<file path="src/rtl/uart_frame_pkg.sv">
// =====================================================================
// Module   : uart_frame_pkg - shared state encoding and sync constants
// Revision : 1.0
// =====================================================================
`default_nettype none

package uart_frame_pkg;

  typedef enum logic [1:0] {
    IDLE = 2'd0,
    SYNC = 2'd1,
    LOAD = 2'd2,
    DONE = 2'd3
  } state_t;

  localparam logic [7:0] DEF_SYNC0 = 8'hA5;
  localparam logic [7:0] DEF_SYNC1 = 8'h5A;

endpackage

`default_nettype wire

</file>
<file path="src/rtl/frame_idle_timer.sv">
// =====================================================================
// Module   : frame_idle_timer - saturating idle counter, flags TIMEOUT_CYC
// Revision : 1.0
// =====================================================================
`default_nettype none

module frame_idle_timer #(
  parameter int TIMEOUT_CYC = 50000
) (
  input  logic clk,
  input  logic rst_n,
  input  logic clear,
  input  logic run,
  output logic expired
);

  localparam int CNT_W = (TIMEOUT_CYC < 1) ? 1 : $clog2(TIMEOUT_CYC + 1);
  localparam logic [CNT_W-1:0] LIMIT = CNT_W'(TIMEOUT_CYC);

  logic [CNT_W-1:0] count;

  always_ff @(posedge clk or negedge rst_n) begin
    if (!rst_n) begin
      count <= '0;
    end else if (clear || !run) begin
      count <= '0;
    end else if (count != LIMIT) begin
      count <= count + 1'b1;
    end
  end

  assign expired = run && (count == LIMIT);

endmodule

`default_nettype wire

</file>
<file path="src/rtl/uart_frame_ctrl.sv">
// =====================================================================
// Module   : uart_frame_ctrl - sync-header hunt and double-buffered frame load
// Options  : UART_FRAME_TIMEOUT_EN adds an idle-timeout abort (frame_err)
// Revision : 1.0
// =====================================================================
`default_nettype none

module uart_frame_ctrl
  import uart_frame_pkg::*;
#(
  parameter int         FRAME_LEN   = 30000,
  parameter int         ADDR_W      = 15,
  parameter logic [7:0] SYNC0       = DEF_SYNC0,
  parameter logic [7:0] SYNC1       = DEF_SYNC1,
  parameter int         TIMEOUT_CYC = 50000
) (
  input  logic              clk,
  input  logic              rst_n,
  input  logic [7:0]        rx_data,
  input  logic              rx_flag,
  output logic              wr_en,
  output logic [ADDR_W:0]   wr_addr,
  output logic [7:0]        wr_data,
  output logic              buf_sel,
  output logic              busy,
  output logic              frame_done,
  output logic              frame_err
);

  localparam logic [ADDR_W-1:0] LAST_ADDR = ADDR_W'(FRAME_LEN - 1);

  state_t            state;
  logic [ADDR_W-1:0] addr;
  logic              timeout_hit;

`ifdef UART_FRAME_TIMEOUT_EN
  frame_idle_timer #(
    .TIMEOUT_CYC (TIMEOUT_CYC)
  ) u_idle_timer (
    .clk     (clk),
    .rst_n   (rst_n),
    .clear   (rx_flag),
    .run     ((state == SYNC) || (state == LOAD)),
    .expired (timeout_hit)
  );
`else
  assign timeout_hit = 1'b0;
`endif

  always_ff @(posedge clk or negedge rst_n) begin
    if (!rst_n) begin
      state      <= IDLE;
      addr       <= '0;
      wr_en      <= 1'b0;
      wr_addr    <= '0;
      wr_data    <= '0;
      buf_sel    <= 1'b0;
      busy       <= 1'b0;
      frame_done <= 1'b0;
      frame_err  <= 1'b0;
    end else begin
      wr_en      <= 1'b0;
      frame_done <= 1'b0;
      frame_err  <= 1'b0;
      case (state)
        IDLE: begin
          if (rx_flag && (rx_data == SYNC0)) begin
            state <= SYNC;
            busy  <= 1'b1;
          end
        end
        SYNC: begin
          // A received byte always beats a coincident timeout
          if (rx_flag) begin
            if (rx_data == SYNC1) begin
              state <= LOAD;
              addr  <= '0;
            end else if (rx_data != SYNC0) begin
              state <= IDLE;
              busy  <= 1'b0;
            end
          end else if (timeout_hit) begin
            state     <= IDLE;
            busy      <= 1'b0;
            addr      <= '0;
            frame_err <= 1'b1;
          end
        end
        LOAD: begin
          if (rx_flag) begin
            wr_en   <= 1'b1;
            wr_data <= rx_data;
            wr_addr <= {~buf_sel, addr};
            if (addr == LAST_ADDR) begin
              state <= DONE;
            end else begin
              addr <= addr + 1'b1;
            end
          end else if (timeout_hit) begin
            state     <= IDLE;
            busy      <= 1'b0;
            addr      <= '0;
            frame_err <= 1'b1;
          end
        end
        DONE: begin
          // Last write has already landed; handing the buffer over is now safe
          frame_done <= 1'b1;
          buf_sel    <= ~buf_sel;
          addr       <= '0;
          state      <= IDLE;
          busy       <= 1'b0;
        end
        default: begin
          state <= IDLE;
          busy  <= 1'b0;
        end
      endcase
    end
  end

endmodule

`default_nettype wire

</file>
<file path="config.mk">
export PLATFORM = sky130hd
export DESIGN_NAME = uart_frame_ctrl
export DESIGN_NICKNAME = d
export VERILOG_FILES = /design/src/rtl/uart_frame_pkg.sv /design/src/rtl/frame_idle_timer.sv /design/src/rtl/uart_frame_ctrl.sv
export SDC_FILE = /design/constraint.sdc
export NUM_CORES = 1
export LEC_CHECK = 0
export CORE_AREA = 2 2 69 71
export CTS_BUF_LIST = sky130_fd_sc_hd__clkbuf_8
export CTS_CLUSTER_DIAMETER = 80
export DETAILED_ROUTE_END_ITERATION = 8
export DIE_AREA = 0 0 71 73
export GPL_TIMING_DRIVEN = 0
export PLACE_DENSITY = 0.75
export SLEW_MARGIN = 15
export SYNTH_ARGS = -nofsm -noshare
export SYNTH_HDL_FRONTEND = slang
export SYNTH_SLANG_ARGS = --single-unit
</file>
<file path="constraint.sdc">
create_clock -name clk -period 2.58 [get_ports clk]
set_input_delay 0.516 -clock clk [delete_from_list [all_inputs] [get_ports clk]]
set_output_delay 0.516 -clock clk [all_outputs]
set_load 0.005 [all_outputs]
</file>
==> flow_summary.json, run 1 <==
{
  "status": "finished clean",
  "dr.pass1.iters": 4,
  "diodes": 0,
  "syn_to_final_growth_pct": 26.82,
  "crit_required_ns": 2.80,
  "met2_usage": 0.3261,
  "synth_warnings": 0,
  "drv_cap": 0,
  "ys_seq_elements": 45,
  "grtUsageTotal": 0.1970,
  "cts_hold_buf": 0,
  "cpPeakStageDelay_ns": 0.50,
  "antenna_found_initial": 0,
  "synthArstFlopShare": 1.000,
  "p_total_mw": 1.792,
  "drt-vias-per-instance": 5.498,
  "rows": 25,
  "r2r-end": "addr[14]",
  "cp-start-kind": "primary input",
  "synth_top_cell_by_area": "dfrtp_1",
  "die_area_sq_um": 5183,
  "path_common_cell": "o21ai_0",
  "hold_viol_final": 0,
  "mostFrequentLayoutCells": "75 x nand2_1, 45 x dfrtp_1, 36 x clkdlybuf4s50_1",
  "dp_hpwl_mm": 3.260,
  "clkTransAtPathRegs_ns": 0.09,
  "powerDensity_nw_per_um2": 661.1,
  "reg2reg_slack_ns": 0.66,
  "min_path_type": "primary input to async pin",
  "hold-worst-slack_ns": 0.1549,
  "synth_nets": 239,
  "ir_drop_mv": 0.4430,
  "cts.repair.resized": 0,
  "postCtsSetupBuffers": 0,
  "setup_tns_ns": 0,
  "grt_pass1_vias": 1736,
  "synthCells": 227,
  "fin_crit_sh": 0.7629,
  "wire_per_inst_um": 14.28,
  "gr-usage-met1": 0.2549,
  "final_common_cell": "nand2_1",
  "root_buffer": "clkbuf_8",
  "ant_nets": 0,
  "syn-mean-instance-area_sq_um": 9.414,
  "grt_pass1_wl_mm": 8.107,
  "wirelength_mm": 4.669,
  "power.leakage_nw": 1.293,
  "gp_congestion": 0.8301,
  "cts.sinks": 45,
  "slew_violations": 0,
  "ff2ff_path_depth": 5,
  "fmax_mhz": 508.1,
  "drive_gt1_frac": 0.08425,
  "fin_cells": 327,
  "clk_latency_ns": 0.30,
  "cts_made_buffers": 5,
  "ys.flop_type": "dfrtp_1",
  "synthesis.area_sq_um": 2137,
  "synthTopCellsByArea": "dfrtp_1 53%, nand2_1 13%, o21ai_0 2.3%",
  "boundaryPins": 40,
  "dp.cells": 319,
  "min_period_ns": 1.968,
  "arrival_ns": 2.19,
  "busiest_layer": "met2",
  "start_util": 0.4712,
  "path_cells": "clkdlybuf4s50_1 -> and4bb_2 -> a41oi_1 -> clkbuf_1 -> o21ai_0 -> o21ai_0",
  "grt-ovfl-total": 0,
  "rsz0062_at_grt": "no",
  "drtIter0Drc": 122,
  "finalSetupViolations": 0,
  "end_kind": "flop",
  "crit_slowest_cell": "clkdlybuf4s50_1",
  "nets": 284,
  "fin_skew_ns": 0.005640,
  "critPathMaxFanout": 10,
  "drc": 0,
  "cts_tree": "built",
  "gr-usage-met3": 0.04834,
  "num_vias": 1798,
  "critical_path_class": "primary input to flop",
  "synth.top_cell.area_share": 0.5269,
  "cts-htree-levels": 2,
  "seq_area_frac_synth": 0.5269,
  "dieHeight_um": 73,
  "core-area_sq_um": 4536,
  "yosysUniqueCellTypes": 43,
  "clockBufferDepth": 2,
  "die_w_um": 71,
  "io_buffers": 37,
  "grt_max_degree": 28,
  "synth-edff-count": 0,
  "r2r_start": "addr[0]"
}
-- synthesized netlist by cell type (3+ instances only) --
cell	number
a21o_1	3
a21oi_1	6
a31oi_1	5
a41oi_1	3
and2_1	6
and3_1	4
and4_1	5
buf_2	3
clkbuf_1	8
dfrtp_1	45
nand2_1	75
nand3_1	7
nand4_1	5
nor2_1	3
nor2b_1	4
o21ai_0	10
-- worst max path at each step --
| stage | to | from | slack (ns) |
|---|---|---|---|
| 2_1_floorplan | addr[12] | addr[0] | 0.83 |
| 4_1_cts | addr[5] | rx_data[0] | 0.62 |
| 3_5_place_dp | addr[9] | rx_data[0] | 0.33 |
| 5_1_grt | addr[7] | rx_data[7] | 0.46 |
| 6_report | addr[7] | rx_data[2] | 0.61 |
| 3_3_place_gp | wr_addr[4] | rst_n | -0.20 |
-- power breakdown --
group	leakage (nW)	switching, mW	total (mW)	internal, mW
Combinational	0.657	0.167	0.362	0.194
Sequential	0.579	0.0787	0.874	0.795
Clock	0.0574	0.241	0.556	0.315
Total	1.29	0.487	1.79	1.30
-- registers in the layout, summed over array words and instances, names as in the netlist, named ones only --
| signal | flops |
|---|---|
| state | 1 |
| busy | 1 |
| addr | 15 |
| wr_data | 8 |
| wr_en | 1 |
| buf_sel | 1 |
| wr_addr | 16 |
| frame_done | 1 |
-- final cells by class --
| class | count | area (sq um) |
|---|---|---|
| Clock inverter | 2 | 37.54 |
| Fill cell | 410 | 1826 |
| Buffer | 13 | 60.06 |
| Sequential cell | 45 | 1126 |
| Timing Repair Buffer | 38 | 385.4 |
| Tap cell | 54 | 67.56 |
| Inverter | 3 | 11.26 |
| Multi-Input combinational cell | 166 | 939.7 |
| Clock buffer | 6 | 82.58 |
-- layer usage --
layer | share of wire | up-vias | wire length (um)
li1 | - | 885 | -
met1 | 0.47 | 866 | 2177
met2 | 0.47 | 42 | 2193
met3 | 0.050 | 5 | 234
met4 | 0.013 | 0 | 63
met5 | 0 | - | 0
-- logic make-up after synthesis --
group,synth area share
other,0.001755
adders and majority gates,0.005854
and+or+nand+nor,0.2951
xor gates and xnor gates,0.004099
AOI/OAI and AO/OA,0.1230
DFF,0.5269
buffers and inverters,0.03337
muxes,0.009953
-- critical path, delay by kind of cell --
kind                   cells  cell delay [ns]
and+or+nand+nor            1             0.28
buffers and inverters      2             0.87
AOI/OAI and AO/OA          3             0.51
-- per-stage QoR --
stage               instance area [sq um]  utilization  worst slack, ns
floorplan                            2137            -           0.8268
global placement                     2575       0.5677          -0.2013
detailed placement                   2590       0.5710           0.3289
CTS                                  2710       0.5975           0.6249
global route                         2710       0.5975           0.4565
finish                               2710       0.5975           0.6117
(Power assumes the default switching activity.)
==> run 2: changes to the inputs <==
--- a/config.mk
+++ b/config.mk
@@ -5,13 +5,13 @@
 export SDC_FILE = /design/constraint.sdc
 export NUM_CORES = 1
 export LEC_CHECK = 0
-export CORE_AREA = 2 2 69 71
+export CORE_AREA = 2 2 70 72
 export CTS_BUF_LIST = sky130_fd_sc_hd__clkbuf_8
 export CTS_CLUSTER_DIAMETER = 80
 export DETAILED_ROUTE_END_ITERATION = 8
-export DIE_AREA = 0 0 71 73
+export DIE_AREA = 0 0 72 74
 export GPL_TIMING_DRIVEN = 0
-export PLACE_DENSITY = 0.75
+export PLACE_DENSITY = 0.76
 export SLEW_MARGIN = 15
 export SYNTH_ARGS = -nofsm -noshare
 export SYNTH_HDL_FRONTEND = slang
==> constraint.sdc (replaced) <==
create_clock -name clk -period 1.8 [get_ports clk]
set_input_delay 0.36 -clock clk [delete_from_list [all_inputs] [get_ports clk]]
set_output_delay 0.36 -clock clk [all_outputs]
set_load 0.005 [all_outputs]
==> run 2 against run 1 <==
  * Combinational power up 49%
  * Power up 45%
  * Critical path depth shrank 1
  * The flow now finishes with violations (hold timing)
==> flow_summary.json, run 2 (synthesis results as in run 1) <==
{
  "ir_drop_mv": 0.6896,
  "power.leakage_nw": 1.324,
  "grt_pass1_vias": 1722,
  "largestRegisters": "wr_addr x16, addr x15, wr_data x8",
  "die_area_sq_um": 5328,
  "drive_gt1_frac": 0.1131,
  "core-area_sq_um": 4598,
  "crit_required_ns": 1.99,
  "fin_cells": 328,
  "fill_cells": 418,
  "cts_made_buffers": 5,
  "drt-vias-per-instance": 5.466,
  "clk_latency_ns": 0.30,
  "top_register": "wr_addr",
  "syn_to_final_growth_pct": 28.51,
  "grt_max_degree": 28,
  "dp_hpwl_mm": 3.208,
  "mostFrequentLayoutCells": "75 x nand2_1, 45 x dfrtp_1, 36 x clkdlybuf4s50_1",
  "switching_share": 0.2740,
  "end_kind": "flop",
  "start_util": 0.4648,
  "multi_input_area_sq_um": 960.9,
  "violations": "hold timing",
  "crit_path_start": "addr[0]",
  "grt_pass1_wl_mm": 7.728,
  "clockBufferDepth": 2,
  "gp_congestion": 0.8519,
  "antenna_found_initial": 0,
  "cp-endpoint": "addr[14]",
  "num_vias": 1793,
  "comb_power_share": 0.208,
  "fin_skew_ns": 0.005084,
  "powerDensity_nw_per_um2": 945.1,
  "slew_violations": 0,
  "grt-ovfl-total": 0,
  "die_w_um": 72,
  "drtIter0Drc": 92,
  "cts_hold_buf": 0,
  "ant_nets": 0,
  "cts_tree": "built",
  "ff2ff_path_depth": 5,
  "register_area_sq_um": 1126,
  "dpl-instance-area_sq_um": 2590,
  "dp.cells": 319,
  "r2r-end": "addr[14]",
  "drv_cap": 0,
  "diodes": 0,
  "root_buffer": "clkbuf_8",
  "critical_path_class": "flop to flop",
  "p_total_mw": 2.596,
  "min_path_type": "primary input to async pin",
  "wire_per_inst_um": 14.08,
  "r2r_start": "addr[0]",
  "io_buffers": 37,
  "fin_area_sq_um": 2746,
  "cp-start-kind": "flop",
  "arrival_ns": 1.92,
  "final_core_util": 0.5973,
  "cts-htree-levels": 2,
  "finalSetupViolations": 0,
  "p_seq_frac": 0.482,
  "hold-worst-slack_ns": -0.005736,
  "final_common_cell": "nand2_1",
  "clkTransAtPathRegs_ns": 0.08,
  "largest_reg_flops": 16,
  "fmax_mhz": 578.8,
  "grtUsageTotal": 0.1866,
  "path_cells": "ha_2 -> and4_4 -> and4b_4 -> a21o_4 -> a221o_1",
  "rows": 25,
  "critPathMaxFanout": 6,
  "dieHeight_um": 74,
  "crit_slowest_cell": "dfrtp_1",
  "hold_viol_final": 7,
  "status": "complete, but fails checks",
  "boundaryPins": 40,
  "drc": 0,
  "p_switching_mw": 0.7113,
  "nets": 285,
  "cpPeakStageDelay_ns": 0.40,
  "fin_crit_sh": 0.9599,
  "dr.pass1.iters": 4,
  "share_clk_of_total_power": 0.310,
  "min_period_ns": 1.728,
  "wirelength_mm": 4.617,
  "reg2reg_slack_ns": 0.07,
  "p_int_mw": 1.884,
  "cts.sinks": 45
}
-- run 2: cell count changes in the layout (fill, tap and decap cells not counted) --
cell / previous run / this run
nand4b_2: 1 / 0
buf_4: 2 / 4
nand4b_4: 0 / 1
ha_1: 1 / 0
clkbuf_1: 8 / 4
and4_1: 5 / 4
clkbuf_2: 0 / 3
a21o_1: 3 / 2
and4_4: 0 / 1
a21o_4: 0 / 1
ha_2: 0 / 1
-- run 2: through the flow --
stage                     setup TNS (ns)  setup slack, ns  hold slack [ns]
final                                  0          0.07216        -0.005736
after global placement            -40.74          -0.8279           0.4576
after global routing           -0.005080        -0.004251          0.01486
after floorplan                        0          0.04685          0.06441
after detailed placement          -3.483          -0.2822           0.3365
after CTS                              0         0.007586         0.002101
-- run 2: critical path, delay by kind of cell (launching register included) --
| family | cells | cell delay, ns |
|---|---|---|
| flip-flops | 1 | 0.40 |
| AND/OR/NAND/NOR | 2 | 0.44 |
| AO/OA/AOI/OAI | 2 | 0.56 |
| adder cells (fa/ha/maj) | 1 | 0.23 |
-- run 2: power groups by stage --
stage	registers (mW)	clock network, mW	logic (mW)
global route	1.27	0.861	0.609
floorplan	1.26	0	0.266
detailed placement	1.27	0	0.525
finish	1.25	0.804	0.541
CTS	1.25	0.828	0.549
global placement	1.27	0	0.506
-- run 2: final cells by class --
cell class | instances | area share
Buffer | 12 | 0.02187
Tap cell | 54 | 0.02460
Multi-Input combinational cell | 166 | 0.3499
Clock buffer | 6 | 0.03007
Sequential cell | 45 | 0.4100
Clock inverter | 2 | 0.01367
Inverter | 3 | 0.004100
Timing Repair Buffer | 40 | 0.1458
-- run 2: repair_timing --
item	4_1_cts	5_1_grt
resized for setup	3	8
pin swaps	1	0
setup endpoints to repair	4	33
setup buffers	2	0
-- run 2: routing by layer --
metal  share of wire  track usage  vias up
li1                -            -      890
met1            0.47       0.2326      841
met2            0.46       0.3148       57
met3           0.064      0.04878        5
met4           0.010      0.07128        0
met5               0            0        -
-- run 2: worst min-delay path by stage --
stage / start / end / slack (ns) / depth (start not counted)
3_3_place_gp: wr_data[7] / wr_data[7] / 0.46 / 2
5_1_grt: rst_n / wr_addr[15] / 0.01 / 1
4_1_cts: rst_n / wr_addr[15] / 0.002 / 1
6_report: rst_n / frame_done / -0.006 / 1
2_1_floorplan: rst_n / async pin / 0.06 / 0
3_5_place_dp: rst_n / wr_addr[15] / 0.34 / 1
==> patch, RTL diff (settings of run 2) <==
Put one more register stage on the output `wr_addr`, cleared by the reset. The value now appears one clock later. The other outputs are not delayed to match.
--- a/src/rtl/uart_frame_ctrl.sv
+++ b/src/rtl/uart_frame_ctrl.sv
@@ -30,4 +30,6 @@
   localparam logic [ADDR_W-1:0] LAST_ADDR = ADDR_W'(FRAME_LEN - 1);
 
+  logic [ADDR_W:0] wr_addr_s0;
+
   state_t            state;
   logic [ADDR_W-1:0] addr;
@@ -53,5 +55,5 @@
       addr       <= '0;
       wr_en      <= 1'b0;
-      wr_addr    <= '0;
+      wr_addr_s0 <= '0;
       wr_data    <= '0;
       buf_sel    <= 1'b0;
@@ -91,5 +93,5 @@
             wr_en   <= 1'b1;
             wr_data <= rx_data;
-            wr_addr <= {~buf_sel, addr};
+            wr_addr_s0 <= {~buf_sel, addr};
             if (addr == LAST_ADDR) begin
               state <= DONE;
@@ -120,4 +122,12 @@
   end
 
+  always_ff @(posedge clk or negedge rst_n) begin
+    if (!rst_n) begin
+      wr_addr <= '0;
+    end else begin
+      wr_addr <= wr_addr_s0;
+    end
+  end
+
 endmodule
 
Formal check against the unedited RTL: not equivalent (a bounded check fails within 4 cycles, from zero or initial values and one cycle with rst_n low).
==> patch against run 2 <==
- area after synthesis increased by 20%
- sequential cell count increased by 16
- critical path depth increased by 1
- via count increased by 10%
- combinational power increased by 4%
- wire length increased by 14%
- critical endpoint is now addr[4]
- total power increased by 35%
- hold slack improved by 100 ps
- utilization increased by 11 points
- setup slack improved by 6.7 ps
- final area increased by 18%
- clock skew decreased by 2.3 ps
- clock power increased by 62%
==> patch: results (changes against run 2) <==
Clock network
  • CTS Buf Count: 9 (+4)
  • Clk Latency, worst-skew pair: 330 ps (+30 ps)
  • Htree depth: 3 (+1)
  • Bufs on Longest Clock Path: 2 (unchanged)
  • CTS clk-pin slew, worst paths: 60 ps (-20 ps)

Global routing
  • Overall routing resource usage: 0.222 (+0.0356)
  • Largest net degree at the start of global routing: 62 (+120%)
  • Initial antenna violation count: 0 (unchanged)
  • Number of global-route vias before repair: 1972 (+15%)
  • Global-route wire length before repair: 8850 µm (+15%)

Timing
  • Final Skew: 2.76 ps (-2.32 ps)
  • Slew @ Worst Pin: approximately 750 ps
  • Setup Total Neg Slack: 0 ps (unchanged)

Placed design
  • IO Port Bufs: 38 (+2.7%)
  • DPL Wire Length: 3610 µm (+12%)
  • Routability congestion estimate: 0.922 (+8.3%)

Detailed routing
  • 1st-iter DRT viols: 126 (+37%)
  • Final WL: 5290 µm (+14%)
  • Vias per cell: 5.64 (+3.1%)
  • Pre-antenna DRT Iters: 4 (unchanged)

Yosys
  • Register area share after synthesis: 0.595 (+0.0679)
  • Async SR Flop Fraction: 1.00 (unchanged)
  • Distinct cell type count after synthesis: 50 (+16%)
  • Synth top cells by count: dfrtp_1, nand2_1, o21ai_0, nand3_1, inv_1
  • Largest cells by area after synthesis: dfrtp_1, nand2_1, o21ai_0
  • Mapped Nets: 255 (+6.7%)

Power and ir drop
  • VDD IR-drop max: 633 µV (-8.2%)
  • Leakage: 1.53 nW (+15%)

Finish
  • NumNets Final: 305 (+7.0%)
  • Share of layout cells above drive strength 1: 0.135 (+0.0215)
  • Largest regs: wr_addr: 16 flops, wr_addr_s0: 16 flops, addr: 15 flops
  • Number of fill cells in the layout: 349 (-17%)
  • Diodes inserted: 0 (unchanged)

Critical path
  • Data arrival time of the worst path: 1980 ps (+60 ps)
  • Maximum fanout along the worst path: 8 (+2)

Status
  • Outcome: completed

Hold path
  • Worst Hold Class: primary input to asynchronous set/reset pin
[patch: cell types whose count changed after synthesis, sizes merged, moves of 3 or more]
cell,change
nor3,+3
nand2,-14
and2,-3
or4,+3
and4,-3
dfrtp,+16
inv,+5
nor2b,-3
buf,+4
o21ai,+8
[patch: final cells by class]
cell class / instances / area (µm²) / area share
inverter: 9 / 33.8 / 0.0104
sequential: 61 / 1530 / 0.470
buffer: 15 / 90.1 / 0.0278
clock inverter: 5 / 76.3 / 0.0235
timing repair buffer: 39 / 385 / 0.119
multi-input combinational: 158 / 927 / 0.286
tap: 54 / 67.6 / 0.0208
clock buffer: 10 / 138 / 0.0424
[patch: routing by layer]
metal,track usage,vias up,routed length (µm)
met4,0.132,0,133
met2,0.354,67,2520
met5,0,-,0
met3,0.0623,12,267
met1,0.273,952,2370
li1,-,948,-
[patch: worst paths after layout]
check                      cells after the start       endpoint           from  slack (ps)
min in group clk                               0     wr_addr[3]  wr_addr_s0[3]         370
setup / recovery                               6        addr[4]        addr[1]          80
max in group asynchronous                      1  wr_addr_s0[8]          rst_n        1220
setup reg to reg                               6        addr[4]        addr[1]          80
hold / removal                                 1  wr_addr_s0[1]          rst_n          90
hold reg to reg                                0     wr_addr[3]  wr_addr_s0[3]         370
[patch: critical path, cell delays in order (launching register included)]
cell and delay, ps:
dfrtp_1 410, ha_2 210, and4_4 190, buf_6 130, and4_4 200, or4_4 420
o211ai_2 70
[patch: power breakdown]
group	internal (W)	switching (W)	total (W)	leakage, nW
clock network	0.000801	0.000498	0.00130	0.110
registers	0.00154	0.0000989	0.00164	0.770
logic	0.000273	0.000288	0.000561	0.647
[patch: cell families (layout without fill, tap and decap cells)]
group | Yosys count | after routing | synth area share
AOI/OAI and AO/OA | 49 | 49 | 0.124
other | 1 | 1 | 0.00146
muxes | 1 | 1 | 0.00390
xor gates and xnor gates | 1 | 1 | 0.00341
adders and majority gates | 1 | 1 | 0.00487
and+or+nand+nor | 105 | 105 | 0.220
buffers and inverters | 24 | 78 | 0.0478
DFF | 61 | 61 | 0.595
[patch: repair_timing]
item | 4_1_cts | 5_1_grt
setup endpoints to repair | 2 | 3
buffers inserted | 1 | 0
resized for setup | 1 | 4
[patch: metrics by stage]
step / instances / power, W / worst slack [ps] / util / cell area, µm²
2_1_floorplan: 243 / 0.00195 / 114 / - / 2570
3_3_place_gp: 335 / 0.00220 / -1490 / 0.656 / 3010
3_5_place_dp: 335 / 0.00222 / -357 / 0.655 / 3010
4_1_cts: 351 / 0.00353 / 52.5 / 0.703 / 3230
5_1_grt: 351 / 0.00369 / 6.00 / 0.706 / 3240
6_report: 351 / 0.00350 / 78.9 / 0.706 / 3240
